## src/rtl/mem_stage.sv

```systemverilog
// Memory-access stage: turns the ALU result into a load/store on a req/ack data port,
// extends load data, and emits one registered writeback record per accepted instruction.
module mem_stage #(
    parameter int MEM_TIMEOUT = 255
) (
    input  logic        Clk,
    input  logic        Rst,
    input  logic        InValid,
    input  logic [3:0]  InOp,
    input  logic [31:0] ALUOut,
    input  logic        ALUEn,
    input  logic        RegWrite,
    input  logic [4:0]  Dest,
    input  logic [31:0] StoreData,
    output logic        Stall,
    output logic        MemReq,
    output logic        MemWE,
    output logic [31:0] MemAddr,
    output logic [3:0]  MemBE,
    output logic [31:0] MemWData,
    input  logic        MemAck,
    input  logic [31:0] MemRData,
    output logic        WbValid,
    output logic        WbWrite,
    output logic [4:0]  WbDest,
    output logic [31:0] WbData,
    output logic        AdErr,
    output logic        BusErr,
    output logic        dbg_state
);

    // Handshake: the stage accepts an instruction on an edge where InValid=1 and Stall=0;
    // a memory transaction holds MemReq and its fields stable until the edge sampling MemAck=1.
    typedef enum logic {IDLE = 1'b0, REQ = 1'b1} state_t;

    localparam logic [3:0] OP_LB  = 4'b0001;
    localparam logic [3:0] OP_LBU = 4'b0010;
    localparam logic [3:0] OP_LH  = 4'b0011;
    localparam logic [3:0] OP_LHU = 4'b0100;
    localparam logic [3:0] OP_LW  = 4'b0101;
    localparam logic [3:0] OP_SB  = 4'b1001;
    localparam logic [3:0] OP_SH  = 4'b1010;
    localparam logic [3:0] OP_SW  = 4'b1011;
    localparam logic [7:0] TO_LAST = 8'(MEM_TIMEOUT - 1);

    function automatic logic is_mem(input logic [3:0] op);
        case (op)
            OP_LB, OP_LBU, OP_LH, OP_LHU, OP_LW, OP_SB, OP_SH, OP_SW: is_mem = 1'b1;
            default: is_mem = 1'b0;
        endcase
    endfunction

    // 0 = byte, 1 = halfword, 2 = word
    function automatic logic [1:0] op_size(input logic [3:0] op);
        case (op)
            OP_LB, OP_LBU, OP_SB: op_size = 2'd0;
            OP_LH, OP_LHU, OP_SH: op_size = 2'd1;
            default:              op_size = 2'd2;
        endcase
    endfunction

    state_t      state, state_n;
    logic [7:0]  cnt, cnt_n;
    logic [3:0]  op_q, op_n;
    logic [1:0]  lo_q, lo_n;
    logic [4:0]  dest_q, dest_n;
    logic        rw_q, rw_n;
    logic        req_n, we_n, wbv_n, wbw_n, aderr_n, buserr_n;
    logic [31:0] addr_n, wdata_n, wbdata_n, load_val;
    logic [3:0]  be_n;
    logic [4:0]  wbd_n;
    logic [1:0]  in_size;
    logic        in_mis;
    logic [7:0]  sel_byte;
    logic [15:0] sel_half;

    assign Stall     = (state == REQ);
    assign dbg_state = state;

    always_ff @(posedge Clk or posedge Rst) begin
        if (Rst) begin
            state    <= IDLE;
            cnt      <= '0;
            op_q     <= '0;
            lo_q     <= '0;
            dest_q   <= '0;
            rw_q     <= 1'b0;
            MemReq   <= 1'b0;
            MemWE    <= 1'b0;
            MemAddr  <= '0;
            MemBE    <= '0;
            MemWData <= '0;
            WbValid  <= 1'b0;
            WbWrite  <= 1'b0;
            WbDest   <= '0;
            WbData   <= '0;
            AdErr    <= 1'b0;
            BusErr   <= 1'b0;
        end else begin
            state    <= state_n;
            cnt      <= cnt_n;
            op_q     <= op_n;
            lo_q     <= lo_n;
            dest_q   <= dest_n;
            rw_q     <= rw_n;
            MemReq   <= req_n;
            MemWE    <= we_n;
            MemAddr  <= addr_n;
            MemBE    <= be_n;
            MemWData <= wdata_n;
            WbValid  <= wbv_n;
            WbWrite  <= wbw_n;
            WbDest   <= wbd_n;
            WbData   <= wbdata_n;
            AdErr    <= aderr_n;
            BusErr   <= buserr_n;
        end
    end

    always_comb begin
        sel_byte = MemRData[8*lo_q +: 8];
        sel_half = lo_q[1] ? MemRData[31:16] : MemRData[15:0];
        case (op_q)
            OP_LB:   load_val = {{24{sel_byte[7]}}, sel_byte};
            OP_LBU:  load_val = {24'd0, sel_byte};
            OP_LH:   load_val = {{16{sel_half[15]}}, sel_half};
            OP_LHU:  load_val = {16'd0, sel_half};
            OP_LW:   load_val = MemRData;
            default: load_val = 32'd0;
        endcase
    end

    always_comb begin
        state_n  = state;
        cnt_n    = cnt;
        op_n     = op_q;
        lo_n     = lo_q;
        dest_n   = dest_q;
        rw_n     = rw_q;
        req_n    = MemReq;
        we_n     = MemWE;
        addr_n   = MemAddr;
        be_n     = MemBE;
        wdata_n  = MemWData;
        wbv_n    = 1'b0;
        wbw_n    = 1'b0;
        wbd_n    = WbDest;
        wbdata_n = WbData;
        aderr_n  = 1'b0;
        buserr_n = 1'b0;
        in_size  = op_size(InOp);
        in_mis   = ((in_size == 2'd1) && ALUOut[0]) ||
                   ((in_size == 2'd2) && (ALUOut[1:0] != 2'b00));

        case (state)
            IDLE: begin
                if (InValid) begin
                    if (!is_mem(InOp)) begin
                        wbv_n    = 1'b1;
                        wbd_n    = Dest;
                        wbdata_n = ALUOut;
                        wbw_n    = RegWrite && ALUEn && (Dest != 5'd0);
                    end else if (in_mis) begin
                        wbv_n    = 1'b1;
                        wbd_n    = Dest;
                        wbdata_n = ALUOut;
                        aderr_n  = 1'b1;
                    end else begin
                        state_n = REQ;
                        cnt_n   = '0;
                        op_n    = InOp;
                        lo_n    = ALUOut[1:0];
                        dest_n  = Dest;
                        rw_n    = RegWrite;
                        req_n   = 1'b1;
                        we_n    = InOp[3];
                        addr_n  = {ALUOut[31:2], 2'b00};
                        case (in_size)
                            2'd0:    be_n = 4'b0001 << ALUOut[1:0];
                            2'd1:    be_n = ALUOut[1] ? 4'b1100 : 4'b0011;
                            default: be_n = 4'b1111;
                        endcase
                        if (!InOp[3])
                            wdata_n = 32'd0;
                        else if (in_size == 2'd0)
                            wdata_n = {4{StoreData[7:0]}};
                        else if (in_size == 2'd1)
                            wdata_n = {2{StoreData[15:0]}};
                        else
                            wdata_n = StoreData;
                    end
                end
            end
            REQ: begin
                // Ack takes priority over the timeout in the final cycle.
                if (MemAck || (cnt == TO_LAST)) begin
                    state_n  = IDLE;
                    req_n    = 1'b0;
                    we_n     = 1'b0;
                    addr_n   = '0;
                    be_n     = '0;
                    wdata_n  = '0;
                    wbv_n    = 1'b1;
                    wbd_n    = dest_q;
                    if (MemAck) begin
                        wbdata_n = load_val;
                        wbw_n    = !op_q[3] && rw_q && (dest_q != 5'd0);
                    end else begin
                        wbdata_n = 32'd0;
                        buserr_n = 1'b1;
                    end
                end else begin
                    cnt_n = cnt + 8'd1;
                end
            end
            default: state_n = IDLE;
        endcase
    end

endmodule

```

## config.mk

```make
export PLATFORM = sky130hd
export DESIGN_NAME = mem_stage
export DESIGN_NICKNAME = d
export VERILOG_FILES = /design/src/rtl/mem_stage.sv
export SDC_FILE = /design/constraint.sdc
export NUM_CORES = 1
export LEC_CHECK = 0
export ABC_AREA = 0
export CAP_MARGIN = 20
export CORE_UTILIZATION = 30
export CTS_BUF_LIST = sky130_fd_sc_hd__clkbuf_16
export CTS_CLUSTER_SIZE = 14
export DETAILED_ROUTE_END_ITERATION = 12
export SLEW_MARGIN = 5
export SYNTH_ARGS = -nofsm -noshare
export SYNTH_HDL_FRONTEND = slang
export SYNTH_SLANG_ARGS = --single-unit
```

## constraint.sdc

```tcl
create_clock -name Clk -period 5.5 [get_ports Clk]
set_input_delay 1.1 -clock Clk [delete_from_list [all_inputs] [get_ports Clk]]
set_output_delay 1.1 -clock Clk [all_outputs]
set_load 0.02 [all_outputs]
```

# Yosys cells after proc, flatten, opt, wreduce, memory -nomap -nowiden
# Memory sizes are Yosys's and may differ from the RTL's.
# Index checks and enable logic that the tools add are counted.
[word_totals]
output_inout_bits = 113
romBits = 16
register_bits = 132
n_memories = 1
inputBits = 111
[op_classes]
reduce_logical = 19
shifts = 2
bitwise = 2
addsub = 1
n_mux = 70
eq_ne = 20
[memory_table]
columns = ["name", "words", "word_bits", "rd", "rd_clocked_by_memory_dff", "wr", "line_no", "text"]
rows = [
  ["(name not given)", 16, 1, 1, 0, 0, "47", "case (op)"],
]
[ops]
columns = ["cell", "n"]
rows = [
  ["two-way mux 32 bit", 15],
  ["case mux 32 bit (2 select lines)", 3],
  ["case mux 32 bit (5 select lines)", 1],
  ["two-way mux 8 bit", 4],
  ["indexed part select 32 x 6 -> 8 bit", 1],
  ["two-way mux 1 bit", 27],
  ["two-way mux 4 bit", 5],
  ["two-way mux 5 bit", 4],
  ["equality test 4 x 2 -> 1 bit (second input constant)", 4],
  ["two-way mux 16 bit", 1],
  ["case mux 4 bit (2 select lines)", 2],
  ["case mux 8 bit (2 select lines)", 1],
  ["equality test 4 x 3 -> 1 bit (second input constant)", 3],
  ["AND reduction 4 bit", 3],
  ["case mux 1 bit (2 select lines)", 5],
  ["case mux 5 bit (2 select lines)", 1],
  ["nonzero test 5 bit", 2],
  ["adder 8 x 1 -> 8 bit (second input constant)", 1],
  ["equality test 4 x 1 -> 1 bit (second input constant)", 2],
  ["equality test 4 bit (second input constant)", 2],
  ["equality test 8 bit (second input constant)", 1],
  ["!= test 2 bit (second input constant)", 4],
  ["logical AND 1 bit", 6],
  ["OR reduction 3 bit", 2],
  ["12 further kinds", 14],
]

# Longest topological paths before layout
[logic_depth]
word_depth = 11
depth_mapped = 9
depth_no_buf = 6

# Worst setup path before layout
# No wires, ideal clock.
[synth_path]
kind = "input to register"
startpoint = "input InOp[0]"
endpoint = "register WbData[10]"
t_arrival_ns = 2.687
path_stages = 7
t_required_ns = 5.375
setup_slack_ns = 2.688
n_path_buf = 2
setup_time_ns = 0.125
path_cell_list = "buf_2 > or4b_4 > a21oi_4 > o211a_4 > nor2_2 > buf_6 > mux2_4"
[synth_between]
elab_chain_len = 8
elab_cells_between_ends = 22
cone_classes = "eq/ne: 9; mux: 6; reduce/logical: 6; memory: 1"
[synth_lines]
columns = ["element", "line_no", "text"]
rows = [
  ["start, declared", "9", "input logic [3:0] InOp,"],
  ["equality test 4 x 2 -> 1 bit (tied with other cells)", "55", "case (op)"],
  ["OR reduction 3 bit", "55", ""],
  ["case mux 2 bit (2 select lines)", "55", ""],
  ["equality test 2 x 1 -> 1 bit or equality test 2 bit (tied branches)", "152, 153", ""],
  ["logical AND 1 bit (on tied branches)", "152, 153", ""],
  ["logical OR 1 bit", "152", "in_mis = ((in_size == 2'd1) && ALUOut[0]) ||"],
  ["!= test 3 bit (no line)", "n/a", ""],
  ["AND reduction 3 bit (no line)", "n/a", ""],
  ["end signal, assigned", "114", "WbData <= wbdata_n;"],
  ["end, declared", "26", "output logic [31:0] WbData,"],
]
# Several ways; a longest one is shown, not always the timed one. The select of a mux whose other input is x is not followed.
# A chain may end at the register's enable or synchronous reset.

# Worst setup path in the final report
[layout_path]
startpoint = "input ALUOut[0]"
endpoint = "register WbData[15]"
[layout_between]
elab_chain_len = 5
elab_cells_between_ends = 6
cone_classes = "eq/ne: 1; reduce/logical: 5"
[layout_lines]
columns = ["element", "line_no", "text"]
rows = [
  ["start, declared", "10", "input logic [31:0] ALUOut,"],
  ["nonzero test 2 bit", "153", "((in_size == 2'd2) && (ALUOut[1:0] != 2'b00));"],
  ["logical AND 1 bit", "153", ""],
  ["logical OR 1 bit *", "152", ""],
  ["!= test 3 bit (no line) *", "n/a", ""],
  ["AND reduction 3 bit (no line) *", "n/a", ""],
]
# Mark *: on every way between the ends. The rest lies on a longest branch, timed or not.

==> results_dict.tcl <==
set metrics [dict create \
    status "finished clean" \
    start_util_pct 30.93 \
    yosys_warnings 0 \
    coreArea_sq_um 21220 \
    critPathMaxFanout 31 \
    p_per_area_nw_per_um2 385.9 \
    place_inst 1019 \
    synth_top_area_cell "dfrtp_1" \
    fp-row-count 53 \
    critical_path_arrival_ps 3740 \
    end_kind "flop" \
    worstSetupPathType "in2reg" \
    critPathSlowestCell "nor2_4" \
    ys_top_cells_by_area "dfrtp_1 50%, a22o_1 5.1%, mux2_2 4.1%" \
    cts_setup_buffers 0 \
    crit_buf_inv 1 \
    tightest_slew_ps 983.9 \
    routabilityCongestion 0.8462 \
    met3_length_um 1939 \
    final_common_cell "clkdlybuf4s50_1" \
    clkLatencyLatePin_ps 430 \
    area_delta_synth_final_pct 44.04 \
    drv_slew 0 \
    ys_types 71 \
    h-tree-depth 4 \
    async_flop_share_pct 100.0 \
    hold_viol_final 0 \
    cts_tree "yes" \
    diodes 0 \
    dp_hpwl_um 16220 \
    p_leak_uw 0.003919 \
    max_freq_mhz 291.6 \
    crit_path_max_incr_delay_ps 780 \
    synthFlopType "dfrtp_1" \
    setup_viol 0 \
    yosysSeqAreaShare_pct 49.57 \
    total_power_uw 3648 \
    synthCells 568 \
    grt_max_degree 93 \
    clk_path_buf_depth 2 \
    totalWireLength_um 22150 \
    cts_resized 0 \
    ys_ff_latch 130 \
    worst_r2r_path_depth 5 \
    antenna_found_initial 0 \
    hold_ws_ps 481.9 \
    crit_chain "clkdlybuf4s50_1 > a21boi_1 > o211a_1 > o211a_4 > nor2_4 > mux2_2" \
    root_buffer "clkbuf_16" \
    grt_pass1_vias 5866 \
    clkTransAtPathRegs_ps 60 \
    skew_ps 14.16 \
    num-nets-final 876 \
    yosysTopAreaCellShare_pct 49.57 \
    gr-total-overflow 0 \
    critPathRequiredTime_ps 5810 \
    synth_edf_count 0 \
    final_cell_mix "221 x clkdlybuf4s50_1, 130 x dfrtp_1, 38 x nand2_1, 38 x a22o_1, 28 x o21ai_0" \
    finalCriticalPeriod_ps 3429 \
    synthesis.area_sq_um 6563 \
    peakVddDrop_mv 0.2112 \
    first_pass_iters 7 \
    crit_path_start_kind "primary input" \
    fin_cells 1051 \
    drtAntennaViolNets 0 \
    wl_met2_um 10300 \
    hold_buffers 0 \
    grt_pass1_wl_um 33640 \
    top_layer_used "met4" \
    track_usage_pct 19.95 \
    dieArea_sq_um 22470 \
    nFillCells 1981 \
    rsz0062_at_grt "no" \
    die-width_um 149.9 \
    dr_total_vias 5611 \
    io_buffers 221 \
    crit_family "simple AND/OR/NAND/NOR gates" \
    die_h_um 149.9 \
    drc_errors 0 \
    cap_violations 0 \
    syn_avg_cell_area_sq_um 11.55 \
    cts.sinks 130 \
    wl_per_cell_um 21.07 \
    crit_cells 6 \
    setup-tns-final_ps 0 \
    min_path_cells 1 \
    m1WireLength_um 9572 \
    detail_route.vias_per_cell 5.339 \
    final_layout_size_suffix_gt1_share_pct 11.34 \
    numCtsBuffers 17 \
    first_iter_violations 440 \
    hp-class "reg2reg" \
    period_share_pct 62.35 \
    relSlewSlack_pct 34.25 \
    pin_count 224 \
]
## power by group
| group | leakage, uW | switching, uW | internal (uW) | total, uW |
|---|---|---|---|---|
| Combinational | 0.00199 | 601 | 632 | 1230 |
| Clock | 0.000268 | 454 | 623 | 1080 |
| Sequential | 0.00167 | 177 | 1160 | 1340 |
## cell type report
cell class                 count  area, sq um  area share (%)
clock buffer                  17        425.4           4.500
clock inverter                15        128.9           1.363
inverter                      10        42.54          0.4500
timing repair buffer         227         2257           23.88
sequential                   130         3253           34.41
tap                          275        344.1           3.640
multi-input combinational    377         3002           31.75
## cells in the mapped netlist, types with 4 or more instances
master,instances
mux2i_1,24
a222oi_1,21
mux2_2,24
buf_4,7
xor2_1,4
xnor2_1,4
mux2_4,13
a21boi_0,6
clkbuf_1,16
inv_1,10
a22o_1,38
nand3_1,6
a21o_1,4
o2bb2ai_1,25
nand4_1,4
nand2_1,38
buf_2,22
o22a_1,16
nor2_1,8
dfrtp_1,130
nand2b_1,4
o21ai_0,28
buf_6,5
a22oi_1,8
nor2b_1,26
o31ai_1,7
nor3_1,8
## per-layer routing
| layer | global-route usage [%] | vias up |
|---|---|---|
| li1 | - | 2553 |
| met1 | 25.46 | 2781 |
| met2 | 32.36 | 253 |
| met3 | 5.945 | 24 |
| met4 | 6.061 | 0 |
| met5 | 0 | - |
## kinds of logic (layout without fill, tap and decap cells)
| group | Yosys count | after routing | synth area share, % |
|---|---|---|---|
| flops | 130 | 130 | 49.57 |
| xor+xnor | 8 | 8 | 1.068 |
| compound gates | 186 | 186 | 23.34 |
| simple gates | 117 | 117 | 9.743 |
| fa+ha+maj | 3 | 3 | 0.5338 |
| other cells | 1 | 2 | 0.05714 |
| buf+inv | 62 | 269 | 4.938 |
| mux | 61 | 61 | 10.75 |
## sequential cells by signal (all words and copies together), names as in the netlist, 2 cells and up
register  cells
op_q          4
MemBE         4
MemAddr      30
WbData       32
dest_q        5
WbDest        5
cnt           8
lo_q          2
MemWData     32
## stage by stage
step / util [%] / area, sq um / setup WS (ps)
after floorplan: - / 6566 / 930.7
after global placement: 41.93 / 8899 / 1702
after detailed placement: 41.93 / 8899 / 1626
final: 44.55 / 9453 / 2071
after global routing: 44.55 / 9453 / 1914
after CTS: 44.55 / 9453 / 2073
## worst paths after layout
kind                                 to  slack, ps  startpoint
max in group asynchronous    MemAddr[9]       3210         Rst
min in group asynchronous  MemWData[14]       1210         Rst
setup reg to reg             WbData[15]       2860      cnt[2]
hold reg to reg                MemBE[2]        480    MemBE[2]
hold / removal                 MemBE[2]        480    MemBE[2]
setup / recovery             WbData[15]       2070   ALUOut[0]
Note: power is estimated with default switching activity, not from simulation.
